--- config.mk ---
export PLATFORM = sky130hd
export DESIGN_NAME = toast_mem_stage
export DESIGN_NICKNAME = d
export VERILOG_FILES = /design/src/rtl/toast_mem_stage.sv
export SDC_FILE = /design/constraint.sdc
export NUM_CORES = 1
export LEC_CHECK = 0
export ABC_AREA = 1
export CORE_AREA = 2 2 79 157
export DETAILED_ROUTE_END_ITERATION = 12
export DIE_AREA = 0 0 81 159
export GPL_TIMING_DRIVEN = 0
export PLACE_DENSITY = 0.81
export SYNTH_ARGS = -nofsm -noshare
export SYNTH_HDL_FRONTEND = slang
export SYNTH_SLANG_ARGS = --single-unit
--- constraint.sdc ---
create_clock -name clk_i -period 2.71 [get_ports clk_i]
set_input_delay 0.6775 -clock clk_i [delete_from_list [all_inputs] [get_ports clk_i]]
set_output_delay 0.6775 -clock clk_i [all_outputs]
set_load 0.005 [all_outputs]
--- src/rtl/toast_mem_stage.sv ---
// Memory stage of the pipeline: issues one data-bus transaction per load/store, stalls upstream
// until the response arrives, and registers writeback controls and extended load data.
module toast_mem_stage (
   input  logic        clk_i,
   input  logic        resetn_i,
   input  logic        EX_mem_wr_en_i,
   input  logic        EX_mem_rd_en_i,
   input  logic [3:0]  EX_mem_op_i,
   input  logic [31:0] EX_rs2_data_i,
   input  logic [31:0] EX_alu_result_i,
   input  logic        EX_memtoreg_i,
   input  logic        EX_rd_wr_en_i,
   input  logic [4:0]  EX_rd_addr_i,
   input  logic        EX_exception_i,
   output logic        D_req_o,
   output logic        D_we_o,
   output logic [31:0] D_addr_o,
   output logic [3:0]  D_be_o,
   output logic [31:0] D_wdata_o,
   input  logic        D_gnt_i,
   input  logic        D_rvalid_i,
   input  logic [31:0] D_rdata_i,
   output logic        MEM_stall_o,
   output logic        MEM_rd_wr_en_o,
   output logic        MEM_memtoreg_o,
   output logic [4:0]  MEM_rd_addr_o,
   output logic [31:0] MEM_alu_result_o,
   output logic [31:0] MEM_rd_data_o,
   output logic        MEM_exception_o
);

   typedef enum logic [1:0] {IDLE, REQ, RESP} state_e;

   state_e      state_q, state_d;
   logic [2:0]  funct3;
   logic [1:0]  byte_off;
   logic        access, op_ok, align_ok, legal, exc;
   logic        req_int, stall_int, load_done;
   logic [31:0] lane, ext_data;
   logic        unused_op_bit;

   logic        rd_wr_en_q, memtoreg_q, exception_q;
   logic [4:0]  rd_addr_q;
   logic [31:0] alu_result_q, rd_data_q, rd_data_d;

   assign funct3        = EX_mem_op_i[2:0];
   assign byte_off      = EX_alu_result_i[1:0];
   assign unused_op_bit = EX_mem_op_i[3];

   always_comb begin
      access = EX_mem_rd_en_i | EX_mem_wr_en_i;
      if (EX_mem_rd_en_i)
         op_ok = (funct3 == 3'b000) || (funct3 == 3'b001) || (funct3 == 3'b010) ||
                 (funct3 == 3'b100) || (funct3 == 3'b101);
      else
         op_ok = (funct3 == 3'b000) || (funct3 == 3'b001) || (funct3 == 3'b010);
      case (funct3[1:0])
         2'b01:   align_ok = ~byte_off[0];
         2'b10:   align_ok = (byte_off == 2'b00);
         default: align_ok = 1'b1;
      endcase
      legal = (EX_mem_rd_en_i ^ EX_mem_wr_en_i) & ~EX_exception_i & op_ok & align_ok;
      exc   = (access & ~legal) | EX_exception_i;
   end

   // Bus address, enables and write data depend only on the (held-stable) EX inputs.
   assign D_addr_o = {EX_alu_result_i[31:2], 2'b00};
   assign D_we_o   = EX_mem_wr_en_i;

   always_comb begin
      case (funct3[1:0])
         2'b00: begin
            D_be_o    = 4'b0001 << byte_off;
            D_wdata_o = {4{EX_rs2_data_i[7:0]}};
         end
         2'b01: begin
            D_be_o    = byte_off[1] ? 4'b1100 : 4'b0011;
            D_wdata_o = {2{EX_rs2_data_i[15:0]}};
         end
         default: begin
            D_be_o    = 4'b1111;
            D_wdata_o = EX_rs2_data_i;
         end
      endcase
   end

   always_comb begin
      lane = D_rdata_i >> {byte_off, 3'b000};
      case (funct3)
         3'b000:  ext_data = {{24{lane[7]}}, lane[7:0]};
         3'b001:  ext_data = {{16{lane[15]}}, lane[15:0]};
         3'b100:  ext_data = {24'd0, lane[7:0]};
         3'b101:  ext_data = {16'd0, lane[15:0]};
         default: ext_data = lane;
      endcase
   end

   always_comb begin
      state_d   = state_q;
      req_int   = 1'b0;
      stall_int = 1'b0;
      case (state_q)
         IDLE: begin
            if (access && legal) begin
               req_int   = 1'b1;
               stall_int = 1'b1;
               state_d   = D_gnt_i ? RESP : REQ;
            end
         end
         REQ: begin
            req_int   = 1'b1;
            stall_int = 1'b1;
            if (D_gnt_i) state_d = RESP;
         end
         RESP: begin
            stall_int = ~D_rvalid_i;
            if (D_rvalid_i) state_d = IDLE;
         end
         default: state_d = IDLE;
      endcase
   end

   // Reset must silence the bus and release the pipeline without waiting for a clock.
   assign D_req_o     = req_int & resetn_i;
   assign MEM_stall_o = stall_int & resetn_i;

   assign load_done = (state_q == RESP) & D_rvalid_i & EX_mem_rd_en_i;
   assign rd_data_d = load_done ? ext_data : rd_data_q;

   always_ff @(posedge clk_i or negedge resetn_i) begin
      if (!resetn_i) begin
         state_q      <= IDLE;
         rd_wr_en_q   <= 1'b0;
         memtoreg_q   <= 1'b0;
         exception_q  <= 1'b0;
         rd_addr_q    <= 5'd0;
         alu_result_q <= 32'd0;
         rd_data_q    <= 32'd0;
      end else begin
         state_q <= state_d;
         if (!stall_int) begin
            rd_wr_en_q   <= EX_rd_wr_en_i & ~exc;
            memtoreg_q   <= EX_memtoreg_i;
            exception_q  <= exc;
            rd_addr_q    <= EX_rd_addr_i;
            alu_result_q <= EX_alu_result_i;
            rd_data_q    <= rd_data_d;
         end
      end
   end

   assign MEM_rd_wr_en_o   = rd_wr_en_q;
   assign MEM_memtoreg_o   = memtoreg_q;
   assign MEM_exception_o  = exception_q;
   assign MEM_rd_addr_o    = rd_addr_q;
   assign MEM_alu_result_o = alu_result_q;
   assign MEM_rd_data_o    = rd_data_q;

endmodule

==> results.cfg <==
[die]
die-area_sq_um = 12900
initial_core_util_pct = 38.6
io_pins = 257
fp.dieW_microns = 81
die_h_microns = 159
rows = 56
coreArea_sq_um = 11600

[yosys]
syn_area_per_cell_sq_um = 7.22
ys_warn_count = 0
yosysSeqAreaShare_pct = 41.2
synth_mux_area_share_pct = 0
yosys.area.top_type = dfrtp_1
synth_compound_area_share_pct = 8.89
syn-cell-area_sq_um = 4490
synth_cell_types = 32
async_flop_share_pct = 100
synth_fa_ha_area_share_pct = 1.11
ys_seq_elements = 74
yosys.area.top_type_share_pct = 41.2
syn-instance-count = 622
synth-xor-area-share_pct = 0
synth_top_family_by_area = simple AND/OR/NAND/NOR gates
synth-edff-count = 0
synth_simple_gate_area_share_pct = 33.1
ys.flop_type = dfrtp_1
yosys-top-cells-area = dfrtp_1 41%, nand2_1 21%, buf_4 7.4%

[sta]
finalHoldViolations = 0
finalClockSkew_ns = 0.00882
setup_viol = 0
relSlewSlack_pct = 66.6
fin_setup_tns_ns = 0
setup_slack_ns = 0.0570
tightest_slew_ns = 0.496
drv_slew = 0
timing.final.crit_share_pct = 97.9
finalCriticalPeriod_ns = 2.65
clock.fmax_mhz = 377

[clocking]
cts_buffers = 9
clockBufferDepth = 2
clk_pin_slew_worst_paths_ns = 0.05
root_buffer = clkbuf_16
worstSkewPairLatency_ns = 0.33
cts_num_sinks = 74
cts_tree = built
htree_levels = 3

[detailed_routing]
dr.pass1.iters = 5
avgViaCountPerCell = 4.78
dr_wl_met2_mm = 8.84
wl_mm = 15.6
routed-wl-met3_mm = 1.13
drcViolationCount = 0
routedWlPerCell_microns = 15.0
vias = 4968
highest_layer = met4
wl_met1_mm = 4.88
dr.first_iter.drc_count = 159
ant_nets = 0

[critical_path]
crit_required_ns = 2.03
path_cells = buf_4, inv_2, clkbuf_4, nor2_1, o21ai_1, clkdlybuf4s50_1
cp_max_fo = 10
slowest_stage = clkdlybuf4s50_1
slowest_delay_ns = 0.55
worst-path-buf-inv = 4
endpoint_kind = output port
start_kind = input pin
cp.arrival_ns = 1.98
crit_type = in2out
cp_top_family = buffers and inverters

[placed_design]
dpl.hpwl_mm = 13.0
portBuffers = 252
pre_cts_slack_ns = -1.09
numPlacedInstances = 1021
place_congestion = 0.964

[cells_and_area]
layout.nets = 1009
multi_input_area_sq_um = 2010
final_cells = 1040
drive_gt1_share_pct = 14.1
fill_cells = 1016
area_delta_synth_final_pct = 70.2
register_area_sq_um = 1850
n_antenna_cell = 0

[global_routing]
globalRouteOverflowTotal = 0
grt_max_degree = 40
antenna_found_initial = 0
grt_usage_pct = 24.5
grt_pass1_vias = 4975
grt_pass1_wl_mm = 24.2

[power_and_ir_drop]
pwr-share-comb_pct = 34.4
max-vdd-ir-drop_v = 0.000311
clkPwrFrac_pct = 31.2
p_int_mw = 3.13
power_density_nw_per_um2 = 565
pwr-share-seq_pct = 34.4
power_switching_mw = 1.19
p_leak_nw = 3.79
swShare_pct = 27.5

[run_status]
status = finished, final reports clean

[hold_path]
holdCritPathClass = in2async

[job]
maxCapViolations = 0
-- metal layers --
metal	vias to the layer above	GRT usage, %
met3	44	6.24
li1	2466	-
met4	0	11.6
met5	-	0
met1	2222	22.1
met2	236	47.6
-- through the flow --
step,hold WS [ns],power (mW),utilization (%),instance area (sq um)
after floorplan,0.382,2.00,-,4490
after global placement,0.452,2.98,61.9,7200
after detailed placement,0.457,3.01,62.0,7210
after CTS,0.317,4.37,65.9,7670
after global routing,0.336,4.57,65.7,7640
final,0.312,4.32,65.7,7640
-- sequential cells by signal (all words and copies together), names as in the netlist --
name              flops
MEM_rd_wr_en_o        1
MEM_rd_data_o        32
MEM_rd_addr_o         5
state_q               2
MEM_exception_o       1
MEM_memtoreg_o        1
MEM_alu_result_o     32
-- power groups by stage --
stage,Sequential (mW),Combinational [mW],Clock [mW]
2_1_floorplan,1.51,0.485,0
5_1_grt,1.51,1.63,1.42
3_3_place_gp,1.49,1.48,0
6_report,1.48,1.49,1.35
4_1_cts,1.49,1.51,1.38
3_5_place_dp,1.50,1.50,0
-- cell type report --
type / instances / share of cell area (%)
Buffer: 72 / 6.78
Timing Repair Buffer: 261 / 33.2
Sequential cell: 74 / 24.2
Clock buffer: 9 / 2.95
Inverter: 51 / 2.70
Tap cell: 145 / 2.37
Multi-Input combinational cell: 422 / 26.2
Clock inverter: 6 / 1.51
-- what timing repair did --
action                     CTS  global route
setup endpoints to repair   30            17
pin swaps                    4             8
hold buffers                 0             0
buffers inserted             6             2
gates resized for setup     86            11
-- cells by family after synthesis --
group	Yosys count
other	1
and+or+nand+nor	347
DFF	74
adders and majority gates	4
AOI/OAI and AO/OA	69
buffers and inverters	127
-- path summary, 6_finish.rpt --
kind / cells after the start / slack [ns] / start / endpoint
setup reg to reg: 6 / 0.90 / state_q[0] / MEM_rd_data_o[12]
max in group asynchronous: 2 / 1.82 / resetn_i / MEM_alu_result_o[1]
hold reg to reg: 2 / 0.47 / MEM_alu_result_o[10] / MEM_alu_result_o[10]
min in group clk_i: 2 / 0.47 / MEM_alu_result_o[10] / MEM_alu_result_o[10]
setup / recovery: 6 / 0.06 / EX_alu_result_i[0] / D_be_o[0]
hold / removal: 1 / 0.31 / resetn_i / MEM_alu_result_o[29]
-- cells in the final DEF (no fill, tap or decap), types with 7 or more instances in the layout --
master,count
nand2_1,249
clkdlybuf4s50_1,216
dfrtp_1,74
nand3_1,60
buf_4,52
inv_1,43
o21ai_0,34
dlygate4sd2_1,26
nor2_1,18
buf_2,15
clkbuf_16,10
nand3_2,10
o22ai_1,7
clkbuf_1,7
o21ai_1,7
o211ai_1,7
a31oi_1,7
-- synth_stat cells, types with 2 or more instances --
library cell,n
a21oi_2,2
buf_2,14
o22ai_1,8
clkbuf_1,11
buf_6,3
buf_1,3
buf_4,44
dfrtp_1,74
a31oi_1,7
inv_1,48
nand3_1,61
inv_2,2
nand2_1,249
o21ai_0,37
o211ai_1,7
ha_1,4
a21oi_1,2
nand2_2,2
o21ai_1,4
nand3_2,9
nor2_2,2
nor2_1,19
(Power assumes the default switching activity.)
